[config.mk]
export PLATFORM = sky130hd
export DESIGN_NAME = led_pattern_scheduler
export DESIGN_NICKNAME = d
export VERILOG_FILES = /design/src/rtl/led_sched_pkg.sv /design/src/rtl/led_tick_prescaler.sv /design/src/rtl/led_pattern_scheduler.sv
export SDC_FILE = /design/constraint.sdc
export NUM_CORES = 1
export LEC_CHECK = 0
export CAP_MARGIN = 20
export CORE_AREA = 2 2 91 93
export DETAILED_ROUTE_END_ITERATION = 6
export DIE_AREA = 0 0 93 95
export PLACE_DENSITY_LB_ADDON = 0.25
export REMOVE_ABC_BUFFERS = 1
export SETUP_SLACK_MARGIN = 0.02
export SYNTH_ARGS = -nofsm -noshare
export SYNTH_HDL_FRONTEND = slang
export SYNTH_HIERARCHICAL = 1
export SYNTH_SLANG_ARGS = --single-unit
[constraint.sdc]
create_clock -name clk_osc -period 4.48 [get_ports clk_osc]
set_clock_uncertainty 0.2 [all_clocks]
set_input_delay 0.896 -clock clk_osc [delete_from_list [all_inputs] [get_ports clk_osc]]
set_output_delay 0.896 -clock clk_osc [all_outputs]
set_load 0.02 [all_outputs]
[src/rtl/led_sched_pkg.sv]
// led_sched_pkg
// Shared types and helpers for the LED pattern scheduler.
//   state_e      : scheduler states (IDLE, SHOW)
//   LED_OFF      : pad level for an unlit, active-low LED
//   PAT_W        : width of one LED sequence inside a requester pattern
//   REQ_MAX_W    : widest request vector prio_onehot can handle
//   prio_onehot  : lowest set index of a request vector, as one-hot
package led_sched_pkg;

  typedef enum logic {
    IDLE = 1'b0,
    SHOW = 1'b1
  } state_e;

  localparam logic LED_OFF   = 1'b1;
  localparam int   PAT_W     = 8;
  localparam int   REQ_MAX_W = 32;

  // Two's-complement trick: r & -r isolates the lowest set bit, which is
  // the highest-priority requester. Zero in gives zero out.
  function automatic logic [REQ_MAX_W-1:0] prio_onehot(input logic [REQ_MAX_W-1:0] r);
    return r & (~r + REQ_MAX_W'(1));
  endfunction

endpackage

[src/rtl/led_tick_prescaler.sv]
// led_tick_prescaler
// Free-running divider that produces a one-cycle step pulse for slow
// indicators. The count runs 0..TICK_DIV-1 and wraps; tick is high in
// the cycle the count equals TICK_DIV-1.
// Ports:
//   clk_osc : oscillator clock
//   reset   : asynchronous, active-low reset
//   tick    : registered one-cycle pulse every TICK_DIV cycles
module led_tick_prescaler #(
  parameter int TICK_DIV = 1048576
) (
  input  logic clk_osc,
  input  logic reset,
  output logic tick
);

  localparam int               CNT_W    = (TICK_DIV > 1) ? $clog2(TICK_DIV) : 1;
  localparam logic [CNT_W-1:0] CNT_LAST = CNT_W'(TICK_DIV - 1);

  logic [CNT_W-1:0] cnt_q, cnt_d;
  logic             tick_q, tick_d;

  always_comb begin
    cnt_d  = (cnt_q == CNT_LAST) ? '0 : cnt_q + 1'b1;
    // Decode the next count so the pulse is a flop output yet still
    // coincides with the cycle in which the count sits at its last value.
    tick_d = (cnt_d == CNT_LAST);
  end

  always_ff @(posedge clk_osc or negedge reset) begin
    if (!reset) begin
      cnt_q  <= '0;
      tick_q <= 1'b0;
    end else begin
      cnt_q  <= cnt_d;
      tick_q <= tick_d;
    end
  end

  assign tick = tick_q;

endmodule

[src/rtl/led_pattern_scheduler.sv]
// led_pattern_scheduler
// Shares two active-low status LEDs between NUM_REQ sources. A fixed-
// priority scheduler (index 0 highest) grants one source, latches its
// 16-bit pattern and steps it one bit per prescaler tick, holding each
// grant for at least MIN_HOLD_TICKS ticks before preemption or release.
// Ports:
//   clk_osc : oscillator clock
//   reset   : asynchronous, active-low reset
//   req     : level request per source
//   pattern : 16 bits per source; [7:0] led1 sequence, [15:8] led2
//             sequence, bit 0 shown first, 1 = lit
//   grant   : one-hot current owner, zero when idle
//   busy    : high while a grant is active
//   tick    : pattern step pulse, for observability
//   led1    : pad drive, active-low
//   led2    : pad drive, active-low
module led_pattern_scheduler
  import led_sched_pkg::*;
#(
  parameter int NUM_REQ        = 4,
  parameter int TICK_DIV       = 1048576,
  parameter int MIN_HOLD_TICKS = 8
) (
  input  logic                    clk_osc,
  input  logic                    reset,
  input  logic [NUM_REQ-1:0]      req,
  input  logic [16*NUM_REQ-1:0]   pattern,
  output logic [NUM_REQ-1:0]      grant,
  output logic                    busy,
  output logic                    tick,
  output logic                    led1,
  output logic                    led2
);

  localparam logic [7:0] HOLD_MAX = 8'(MIN_HOLD_TICKS);

  logic                 tick_w;

  state_e               state_q, state_d;
  logic [NUM_REQ-1:0]   grant_q, grant_d;
  logic                 busy_q, busy_d;
  logic [2*PAT_W-1:0]   pat_q, pat_d;
  logic [2:0]           bit_idx_q, bit_idx_d;
  logic [7:0]           hold_q, hold_d;
  logic                 led1_q, led1_d;
  logic                 led2_q, led2_d;

  logic [2*PAT_W-1:0]   pat_arr [NUM_REQ];
  logic [NUM_REQ-1:0]   sel_onehot;
  logic [2*PAT_W-1:0]   sel_pat;
  logic [NUM_REQ-1:0]   higher_req;
  logic                 owner_req;
  logic [7:0]           hold_inc;
  logic                 hold_met;
  logic [2:0]           bit_next;
  logic [PAT_W-1:0]     led1_seq;
  logic [PAT_W-1:0]     led2_seq;

  led_tick_prescaler #(
    .TICK_DIV (TICK_DIV)
  ) u_prescaler (
    .clk_osc (clk_osc),
    .reset   (reset),
    .tick    (tick_w)
  );

  for (genvar gi = 0; gi < NUM_REQ; gi++) begin : g_pat_split
    assign pat_arr[gi] = pattern[gi*2*PAT_W +: 2*PAT_W];
  end

  always_comb begin
    state_d   = state_q;
    grant_d   = grant_q;
    busy_d    = busy_q;
    pat_d     = pat_q;
    bit_idx_d = bit_idx_q;
    hold_d    = hold_q;
    led1_d    = led1_q;
    led2_d    = led2_q;

    // Highest-priority requester among all current requests.
    sel_onehot = NUM_REQ'(prio_onehot(REQ_MAX_W'(req)));
    sel_pat    = '0;
    for (int i = 0; i < NUM_REQ; i++) begin
      if (sel_onehot[i]) sel_pat = sel_pat | pat_arr[i];
    end

    // Bits below the owner's index are the requesters that outrank it.
    higher_req = req & (grant_q - NUM_REQ'(1));
    owner_req  = |(req & grant_q);
    hold_inc   = (hold_q >= HOLD_MAX) ? HOLD_MAX : hold_q + 8'd1;
    hold_met   = (hold_inc >= HOLD_MAX);
    bit_next   = bit_idx_q + 3'd1;
    led1_seq   = pat_q[PAT_W-1:0];
    led2_seq   = pat_q[2*PAT_W-1:PAT_W];

    unique case (state_q)
      IDLE: begin
        led1_d = LED_OFF;
        led2_d = LED_OFF;
        if (|req) begin
          state_d   = SHOW;
          grant_d   = sel_onehot;
          busy_d    = 1'b1;
          pat_d     = sel_pat;
          bit_idx_d = '0;
          hold_d    = '0;
          led1_d    = ~sel_pat[0];
          led2_d    = ~sel_pat[PAT_W];
        end
      end
      SHOW: begin
        if (tick_w) begin
          if (hold_met && ((|higher_req) || (!owner_req && (|req)))) begin
            // Preemption and release collapse to "hand over to the
            // highest-priority requester still asking".
            grant_d   = sel_onehot;
            pat_d     = sel_pat;
            bit_idx_d = '0;
            hold_d    = '0;
            led1_d    = ~sel_pat[0];
            led2_d    = ~sel_pat[PAT_W];
          end else if (hold_met && !owner_req) begin
            state_d   = IDLE;
            grant_d   = '0;
            busy_d    = 1'b0;
            bit_idx_d = '0;
            hold_d    = '0;
            led1_d    = LED_OFF;
            led2_d    = LED_OFF;
          end else begin
            hold_d    = hold_inc;
            bit_idx_d = bit_next;
            led1_d    = ~led1_seq[bit_next];
            led2_d    = ~led2_seq[bit_next];
          end
        end
      end
      default: state_d = IDLE;
    endcase
  end

  always_ff @(posedge clk_osc or negedge reset) begin
    if (!reset) begin
      state_q   <= IDLE;
      grant_q   <= '0;
      busy_q    <= 1'b0;
      pat_q     <= '0;
      bit_idx_q <= '0;
      hold_q    <= '0;
      led1_q    <= LED_OFF;
      led2_q    <= LED_OFF;
    end else begin
      state_q   <= state_d;
      grant_q   <= grant_d;
      busy_q    <= busy_d;
      pat_q     <= pat_d;
      bit_idx_q <= bit_idx_d;
      hold_q    <= hold_d;
      led1_q    <= led1_d;
      led2_q    <= led2_d;
    end
  end

  assign grant = grant_q;
  assign busy  = busy_q;
  assign tick  = tick_w;
  assign led1  = led1_q;
  assign led2  = led2_q;

endmodule
==> key figures, run 1 <==
Logic synthesis
  • Syn Area/Cell: 10.7 µm²
  • Post-synth EDFFs: 0
  • Sequential area share after synthesis: 0.407
  • Post-Synthesis Cells: 323
  • Synth async-reset ratio: 1.00
  • Mapped cell area: 3450 µm²
  • Synth warnings: 6
  • Flops & latches, synth: 56
  • Top_reg_cell synth: dfrtp_1
  • Yosys cell types: 67

Global route
  • Largest net degree at the start of global routing: 38
  • Global-route wire length before repair: 13600 µm
  • Grt ovf: 0
  • Vias in the first global route: 2892
  • Initial antenna violation count: 0
  • Gr usage total: 0.192

Power and ir drop
  • Leak pwr: 1.82 nW
  • Peak VDD IR: 0.000151 V
  • Pwr dens: 233 nW/µm²

Clock network
  • Bufs on Longest Clock Path: 2
  • CTS tree: yes
  • CTS buffer count: 5
  • Sink Count: 56
  • CTS Hold Bufs: 0
  • Root Buffer: clkbuf_8
  • Clock Pin Slew Worst Setup and Hold Paths: 90 ps
  • H-tree levels: 2
  • Clk Latency, worst-skew pair: 300 ps
  • # resized after CTS: 0
  • Postcts setup bufs: 0

Critical path
  • Required @ worst endpoint: 4480 ps
  • Crit-path slowest cell: or4_1
  • CP delay by family, top: simple AND/OR/NAND/NOR gates
  • Arrival time at the worst endpoint: 3140 ps
  • Worst reg-to-reg path cell count: 6
  • CP max FO: 20
  • Crit end category: flip-flop
  • Max incr delay on CP: 650 ps
  • Crit-path cells: clkdlybuf4s50_1 -> or4_1 -> nor2b_4 -> a41oi_2 -> o21ai_2 -> buf_4 -> mux2_4
  • Setup crit start kind: primary input
  • Buf/Inv on CP: 2
  • Critical path class: in -> reg
  • WP depth: 7
  • CP startpoint: req[2]
  • Flop-to-flop setup slack: 1910 ps
  • FF-to-FF Start: u_prescaler/cnt_q[0]
  • Worst R2R End: u_prescaler/tick

Cells and area
  • Final-stage net count: 468
  • Area Overhead vs Synth: 27.0%
  • Layout cells sized above 1: 0.142
  • Ant. Diodes: 0

Timing
  • Max Transition Viols Final: 0
  • Minimum clock period: 3140 ps
  • Post-layout worst setup margin: 1340 ps
  • Endpoints failing setup: 0
  • Setup TNS Final: 0 ps
  • Rel. slew slack: 0.593
  • Worst Tran Pin Value: 610 ps
  • Fmax: 0.318 GHz
  • Final Hold Fails: 0
  • Ratio of final minimum period to clock period: 0.702
  • RSZ-0062 raised after global routing: false

Routing
  • Vias: 2822
  • Antenna Nets Post-Route: 0
  • Pre-antenna DRT Iters: 4
  • Per-cell routed wire length: 16.2 µm
  • Residual DRC count: 0
  • Final wirelength: 8110 µm
  • DR iter-0 viols: 146
  • Vias per cell: 5.66

Floorplanning
  • Io pins: 78
  • Row count: 33
  • Die height: 95 µm
  • Die width: 93 µm
  • Initial Utilization: 0.436
  • Die area: 8840 µm²
  • Core outline area: 7930 µm²

Flow run
  • MaxCap Viol Count: 0

Place
  • Place WS: 1030 ps
  • Final GP Congestion: 0.854
  • Post-DP HPWL: 6140 µm
  • Port Buffers: 77

Min path
  • Launch point of the worst hold path: hold_q[4]
  • Hold Crit Class: reg -> reg
  • WHS Path Cells: 1
  • Worst Hold Endpoint: hold_q[4]

Status
  • Outcome: finished clean
registers in the layout, summed over array words and instances, names as in the netlist:
name,flops
state_q,1
busy,1
pat_q,16
hold_q,8
led1,1
u_prescaler/tick,1
bit_idx_q,3
grant,4
led2,1
u_prescaler/cnt_q,20
cells in the mapped netlist, types with 3 or more instances:
| master | count | area, µm² |
|---|---|---|
| ha_1 | 5 | 62.6 |
| o21ai_0 | 18 | 90.1 |
| nand4_1 | 6 | 37.5 |
| mux2i_1 | 5 | 50.1 |
| a21oi_1 | 4 | 20.0 |
| inv_1 | 8 | 30.0 |
| nand2_1 | 21 | 78.8 |
| dfrtp_1 | 54 | 1350 |
| clkbuf_1 | 10 | 37.5 |
| and4_1 | 3 | 26.3 |
| buf_2 | 6 | 30.0 |
| and3_1 | 3 | 18.8 |
| and2_1 | 4 | 25.0 |
| xor2_1 | 12 | 105 |
| a22oi_1 | 33 | 248 |
| nor3_1 | 4 | 20.0 |
| nand2b_1 | 4 | 25.0 |
| mux4_2 | 4 | 90.1 |
| xnor2_1 | 5 | 43.8 |
| nand3_1 | 10 | 50.1 |
| nand4b_1 | 7 | 61.3 |
| nor2b_1 | 5 | 31.3 |
| nor2_1 | 18 | 67.6 |
| mux2_4 | 16 | 240 |
worst max-delay path by stage:
stage	slack, ps	to
after floorplan	1600	pat_q[0]
after global placement	1120	pat_q[13]
after detailed placement	1030	pat_q[13]
after CTS	1360	pat_q[9]
after global routing	1250	led1
final	1340	pat_q[15]
power breakdown:
| group | switching (W) | internal [W] | total [W] |
|---|---|---|---|
| logic | 0.0000710 | 0.000120 | 0.000191 |
| registers | 0.0000178 | 0.000530 | 0.000548 |
| clock network | 0.000155 | 0.000127 | 0.000281 |
| total | 0.000243 | 0.000777 | 0.00102 |
through the flow:
stage	hold WS (ps)	area (µm²)	instances	total power, W	utilization
2_1_floorplan	255	3340	302	0.000635	-
3_3_place_gp	271	4290	491	0.000748	0.542
3_5_place_dp	273	4290	491	0.000751	0.542
4_1_cts	300	4380	499	0.00103	0.553
5_1_grt	318	4380	499	0.00106	0.553
6_report	291	4380	499	0.00102	0.553
layout make-up:
| type | instances | area (µm²) |
|---|---|---|
| clock buffer | 8 | 90.1 |
| fill | 727 | 3540 |
| inverter | 8 | 30.0 |
| multi-input combinational | 238 | 1910 |
| sequential | 56 | 1400 |
| tap | 105 | 131 |
| timing repair buffer | 84 | 818 |
layer usage:
| metal | up-vias | track usage | routed length [µm] |
|---|---|---|---|
| li1 | 1356 | - | - |
| met1 | 1403 | 0.225 | 3410 |
| met2 | 54 | 0.368 | 4330 |
| met3 | 9 | 0.0327 | 292 |
| met4 | 0 | 0.0417 | 69 |
| met5 | - | 0 | 0 |
cells in the final DEF (no fill, tap or decap), types with 3 or more instances in the layout:
| master | n |
|---|---|
| nand2b_1 | 4 |
| clkdlybuf4s50_1 | 76 |
| buf_4 | 7 |
| nor2_1 | 18 |
| and3_1 | 3 |
| mux2_4 | 16 |
| and2_1 | 4 |
| dfrtp_1 | 54 |
| nor2b_1 | 5 |
| a21oi_1 | 4 |
| nand4_1 | 6 |
| xor2_1 | 12 |
| nand4b_1 | 7 |
| nor3_1 | 4 |
| nand3_1 | 10 |
| mux4_2 | 4 |
| o21ai_0 | 18 |
| inv_1 | 8 |
| mux2i_1 | 5 |
| clkbuf_8 | 6 |
| xnor2_1 | 5 |
| ha_1 | 5 |
| and4_1 | 3 |
| a22oi_1 | 33 |
| nand2_1 | 21 |
logic make-up after synthesis:
kind of cell             after synthesis  synth area share
buffers and inverters                 29            0.0402
AO/OA/AOI/OAI                         84             0.177
flip-flops                            56             0.407
AND/OR/NAND/NOR                      104             0.193
XOR/XNOR                              18            0.0478
multiplexers                          27             0.117
adder cells (fa/ha/maj)                5            0.0181
Power figures use the tool's default switching activity.
==> run 2, diff against run 1 <==
==> constraint.sdc (replaced) <==
create_clock -name clk_osc -period 3.07 [get_ports clk_osc]
set_clock_uncertainty 0.2 [all_clocks]
set_input_delay 0.614 -clock clk_osc [delete_from_list [all_inputs] [get_ports clk_osc]]
set_output_delay 0.614 -clock clk_osc [all_outputs]
set_load 0.02 [all_outputs]
==> key figures, run 2 (same netlist as run 1, synthesis figures left out) <==
Critical path
  • Arrival time at the worst endpoint: 2680 ps (-460 ps)
  • CP delay by family, top: compound AO/OA/AOI/OAI gates
  • Critical Path End: bit_idx_q[2]
  • CP startpoint: req[1]
  • Crit-path cells: clkdlybuf4s50_1 -> buf_4 -> nor2b_1 -> a221o_1 -> o31a_1 -> nor2_1 -> a221o_1
  • Cell mode on critical path: a221o_1
  • Crit end category: flip-flop
  • Setup crit start kind: primary input
  • Required @ worst endpoint: 3110 ps (-1370 ps)
  • Max incr delay on CP: 430 ps (-220 ps)
  • Critical path class: in -> reg
  • Buf/Inv on CP: 2 (unchanged)
  • Worst reg-to-reg path cell count: 5 (-1)
  • CP max FO: 22 (+10%)
  • WP depth: 7 (unchanged)
  • Crit-path slowest cell: clkdlybuf4s50_1
  • FF-to-FF Start: bit_idx_q[0]
  • Worst R2R End: led1
  • Flop-to-flop setup slack: 620 ps (-1290 ps)

Clock network
  • Sink Count: 56 (unchanged)
  • Bufs on Longest Clock Path: 2 (unchanged)
  • CTS buffer count: 5 (unchanged)
  • H-tree levels: 2 (unchanged)
  • CTS Hold Bufs: 0 (unchanged)
  • Postcts setup bufs: 0 (unchanged)
  • Clock Pin Slew Worst Setup and Hold Paths: 100 ps (about the same)
  • Root Buffer: clkbuf_8
  • # resized after CTS: 0 (unchanged)
  • CTS tree: yes
  • Clk Latency, worst-skew pair: 310 ps (about the same)

Cells and area
  • Largest regs: u_prescaler/cnt_q: 20 flops, pat_q: 16 flops, hold_q: 8 flops
  • Ant. Diodes: 0 (unchanged)
  • Layout cells sized above 1: 0.156 (+0.0136)
  • Most frequent cells in the layout: clkdlybuf4s50_1, dfrtp_1, a22oi_1
  • Commonest non-fill, non-tap cell in the layout: clkdlybuf4s50_1
  • Fin area: 4430 µm² (+1.0%)
  • Largest register FFs: 20 (unchanged)
  • Reg with most FFs: u_prescaler/cnt_q
  • Final-stage net count: 472 (+0.85%)
  • Fill cell count: 723 (-0.55%)
  • Area Overhead vs Synth: 28.3%

Routing
  • Per-cell routed wire length: 16.2 µm (-0.23%)
  • Pre-antenna DRT Iters: 4 (unchanged)
  • Final wirelength: 8150 µm (+0.57%)
  • Vias: 2789 (-1.2%)
  • Vias per cell: 5.54 (-2.0%)
  • Residual DRC count: 0 (unchanged)
  • DR iter-0 viols: 153 (+4.8%)
  • Antenna Nets Post-Route: 0 (unchanged)

Place
  • Place WS: 123 ps (-908 ps)
  • Post-DP HPWL: 6050 µm (-1.4%)
  • Final GP Congestion: 0.833 (-2.4%)
  • Placed cell area: 4340 µm² (+0.99%)
  • Port Buffers: 77 (unchanged)

Floorplanning
  • Die area: 8840 µm² (unchanged)
  • Row count: 33 (unchanged)
  • Initial Utilization: 0.436 (unchanged)
  • Io pins: 78 (unchanged)
  • Die width: 93 µm (unchanged)
  • Die height: 95 µm (unchanged)
  • Core outline area: 7930 µm² (unchanged)

Timing
  • Rel. slew slack: 0.541 (-0.0524)
  • Post-layout worst setup margin: 432 ps (-903 ps)
  • RSZ-0062 raised after global routing: false
  • Endpoints failing setup: 0 (unchanged)
  • Max Transition Viols Final: 0 (unchanged)
  • Fmax: 0.379 GHz
  • Setup TNS Final: 0 ps (unchanged)
  • Ratio of final minimum period to clock period: 0.859
  • Worst Tran Pin Value: 689 ps (+78.6 ps)
  • Minimum clock period: 2640 ps
  • Final Hold Fails: 0 (unchanged)

Global route
  • Grt ovf: 0 (unchanged)
  • Vias in the first global route: 2804 (-3.0%)
  • Initial antenna violation count: 0 (unchanged)
  • Gr usage total: 0.193 (+0.000479)
  • Global-route wire length before repair: 13500 µm (-0.56%)
  • Largest net degree at the start of global routing: 57 (+50%)

Flow run
  • MaxCap Viol Count: 0 (unchanged)

Power and ir drop
  • Peak VDD IR: 0.000145 V (-3.7%)
  • Leak pwr: 1.85 nW (+1.4%)
  • Pwr dens: 337 nW/µm² (+45%)

Min path
  • Hold Crit Class: in -> async

Status
  • Outcome: finished clean
==> run 2: layer usage <==
layer / wire (µm) / part of all wire / vias up / GRT usage
li1: - / - / 1367 / -
met1: 3580 / 0.44 / 1353 / 0.234
met2: 4250 / 0.52 / 58 / 0.358
met3: 249 / 0.031 / 11 / 0.0335
met4: 73 / 0.0090 / 0 / 0.0429
met5: 0 / 0 / - / 0
==> run 2: how the worst min path moves through the flow <==
stage | from | to | depth (start not counted)
floorplan | reset | bit_idx_q[0] | 0
global placement | hold_q[4] | hold_q[4] | 1
detailed placement | hold_q[5] | hold_q[5] | 1
CTS | reset | grant[2] | 2
global route | reset | pat_q[3] | 2
finish | reset | pat_q[3] | 2
==> run 2: final cells by class <==
class	instances	area, µm²	share of cell area
clock buffer	6	82.6	0.0186
clock inverter	2	10.0	0.00226
inverter	8	30.0	0.00678
multi-input combinational	238	1910	0.431
sequential	56	1400	0.317
tap	105	131	0.0297
timing repair buffer	88	861	0.194
==> run 2: power breakdown <==
| part | total (W) | internal (W) | switching [W] |
|---|---|---|---|
| combinational | 0.000281 | 0.000177 | 0.000105 |
| sequential | 0.000800 | 0.000774 | 0.0000262 |
| clock | 0.000413 | 0.000181 | 0.000233 |
==> run 2: metrics by stage <==
stage	power [W]	hold slack, ps	utilization	instances
finish	0.00149	221	0.559	503
global placement	0.00109	271	0.547	495
detailed placement	0.00110	276	0.547	495
global route	0.00158	294	0.559	503
CTS	0.00152	252	0.559	503
floorplan	0.000927	118	-	302
==> RTL change, RTL diff (flow settings as in run 2) <==
Take the reset off `hold_q` and load it in a clocked block of its own.
--- a/src/rtl/led_pattern_scheduler.sv
+++ b/src/rtl/led_pattern_scheduler.sv
@@ -149,3 +149,2 @@
       bit_idx_q <= '0;
-      hold_q    <= '0;
       led1_q    <= LED_OFF;
@@ -158,3 +157,2 @@
       bit_idx_q <= bit_idx_d;
-      hold_q    <= hold_d;
       led1_q    <= led1_d;
@@ -162,2 +160,6 @@
     end
+  end
+
+  always_ff @(posedge clk_osc) begin
+    hold_q <= hold_d;
   end
Function: no difference found for any inputs over 10 cycles, from zero or initial values and one cycle with reset low; that may be too few to reach the edited logic, so the function may still have changed.
==> RTL change against run 2 <==
Die area did not move; area after synthesis rose by 0.29%; sequential share of layout area rose by 0.70 points; critical endpoint is now grant[3]$_DFFE_PN0P_; sequential power rose by 2%; global-route usage increased by 0.083 points; worst setup slack got worse by 58 ps; total power is 6.7% higher; critical path type unchanged; count of clock-buffer cells in the layout is 1 lower; sequential cell count unchanged; combinational power increased by 2%; design area grew 0.62%; highest routed layer unchanged; wire length is 0.15% lower.
==> RTL change: results (changes against run 2) <==
Status
  • Status: finished, final reports clean

GRT
  • Met2 Use GR: 0.340 (-0.0181)
  • First-pass GRT wire length: 13500 um (-0.46%)
  • Vias in the first global route: 2805 (+0.036%)
  • Global Route Usage Sum: 0.194 (+0.000826)
  • M1 GR Usage: 0.252 (+0.0186)

Route
  • WL final: 8140 um (-0.15%)
  • Detailed Route Iter0 Violations: 150 (-2.0%)

Setup path
  • FF-to-FF setup slack: 600 ps (-20 ps)
  • Slowest stage cell, crit path: or4_1
  • Crit Reg-Reg Startpoint: u_prescaler/cnt_q[0]$_DFF_PN0_
  • Crit path to: grant[3]$_DFFE_PN0P_
  • R2r worst-path depth: 6 (+1)
  • Worst EP arrival: 2760 ps (+80 ps)
  • Reg2reg end: u_prescaler/tick$_DFF_PN0_
  • Cell family with most CP delay: simple AND/OR/NAND/NOR gates
  • Max incr delay on CP: 670 ps (+240 ps)

Logic synthesis
  • Synth Cell Area: 3460 um^2 (+0.29%)
  • Yosys cell types: 63 (-6.0%)
  • Post-synth ARST share: 0.857 (-0.143)
  • Synthesized area per cell: 10.8 um^2 (+1.2%)
  • Synth top area cells: dfrtp_1, edfxtp_1, mux2_4
  • Register area share after synthesis: 0.417 (+0.0104)
  • Post-synth EDFFs: 8 (+8)

Layout
  • Register area: 1440 um^2 (+2.9%)
  • Fraction of area in multi-input gates: 0.425 (-0.00603)
  • Largest regs: u_prescaler/cnt_q: 20 flops, pat_q: 16 flops, hold_q: 8 flops
  • Seq/total area: 0.324 (+0.00702)
  • Non-clock buffer count: 87 (-1.1%)
  • Multi-input gates: 239 (+0.42%)

Power and ir drop
  • Combinational Power: 0.286 mW (+2%)
  • Internal power: 1.21 mW (+7.2%)
  • Pwr Density: 358 nW/um^2 (+6.1%)
  • Max VDD drop: 0.000198 V (+37%)
  • P_leak: 1.87 nW (+0.88%)
  • Seq pwr share: 0.509 (-0.026)

STA
  • Relative slew slack: 0.602 (+0.0614)
  • Worst hold slack: 163 ps (-57.3 ps)
  • Peak Freq: 371 MHz (-2.2%)

Place
  • Post-DP HPWL: 6060 um (+0.10%)
  • Routability Congestion: 0.867 (+4.0%)
  • Placed cell area: 4330 um^2 (about the same)

Clocking
  • CTS buffer count: 5 (unchanged)
## RTL change: cell types whose count changed after synthesis, sizes merged, moves of 4 or more
| cell | run 2 | this run |
|---|---|---|
| nand2 | 21 | 16 |
| nor2 | 18 | 32 |
| o21ai | 20 | 6 |
| mux2 | 18 | 22 |
| dfrtp | 54 | 46 |
| a22oi | 33 | 18 |
| edfxtp | 0 | 8 |
| a221o | 2 | 16 |
| and2 | 4 | 0 |
| mux4 | 4 | 0 |
## RTL change: kinds of logic (layout without fill, tap and decap cells)
group,Yosys count,after routing,synth area share
muxes,24,24,0.0925
xor gates and xnor gates,19,19,0.0502
other,1,4,0.00108
and+or+nand+nor,113,113,0.202
AOI/OAI and AO/OA,74,74,0.180
DFF,56,56,0.417
buffers and inverters,28,103,0.0390
adders and majority gates,5,5,0.0181
## RTL change: metal layers
metal  routed length [um]  part of all wire
met5                    0                 0
met4                   74            0.0091
met3                  271             0.033
met2                 4130              0.51
met1                 3670              0.45
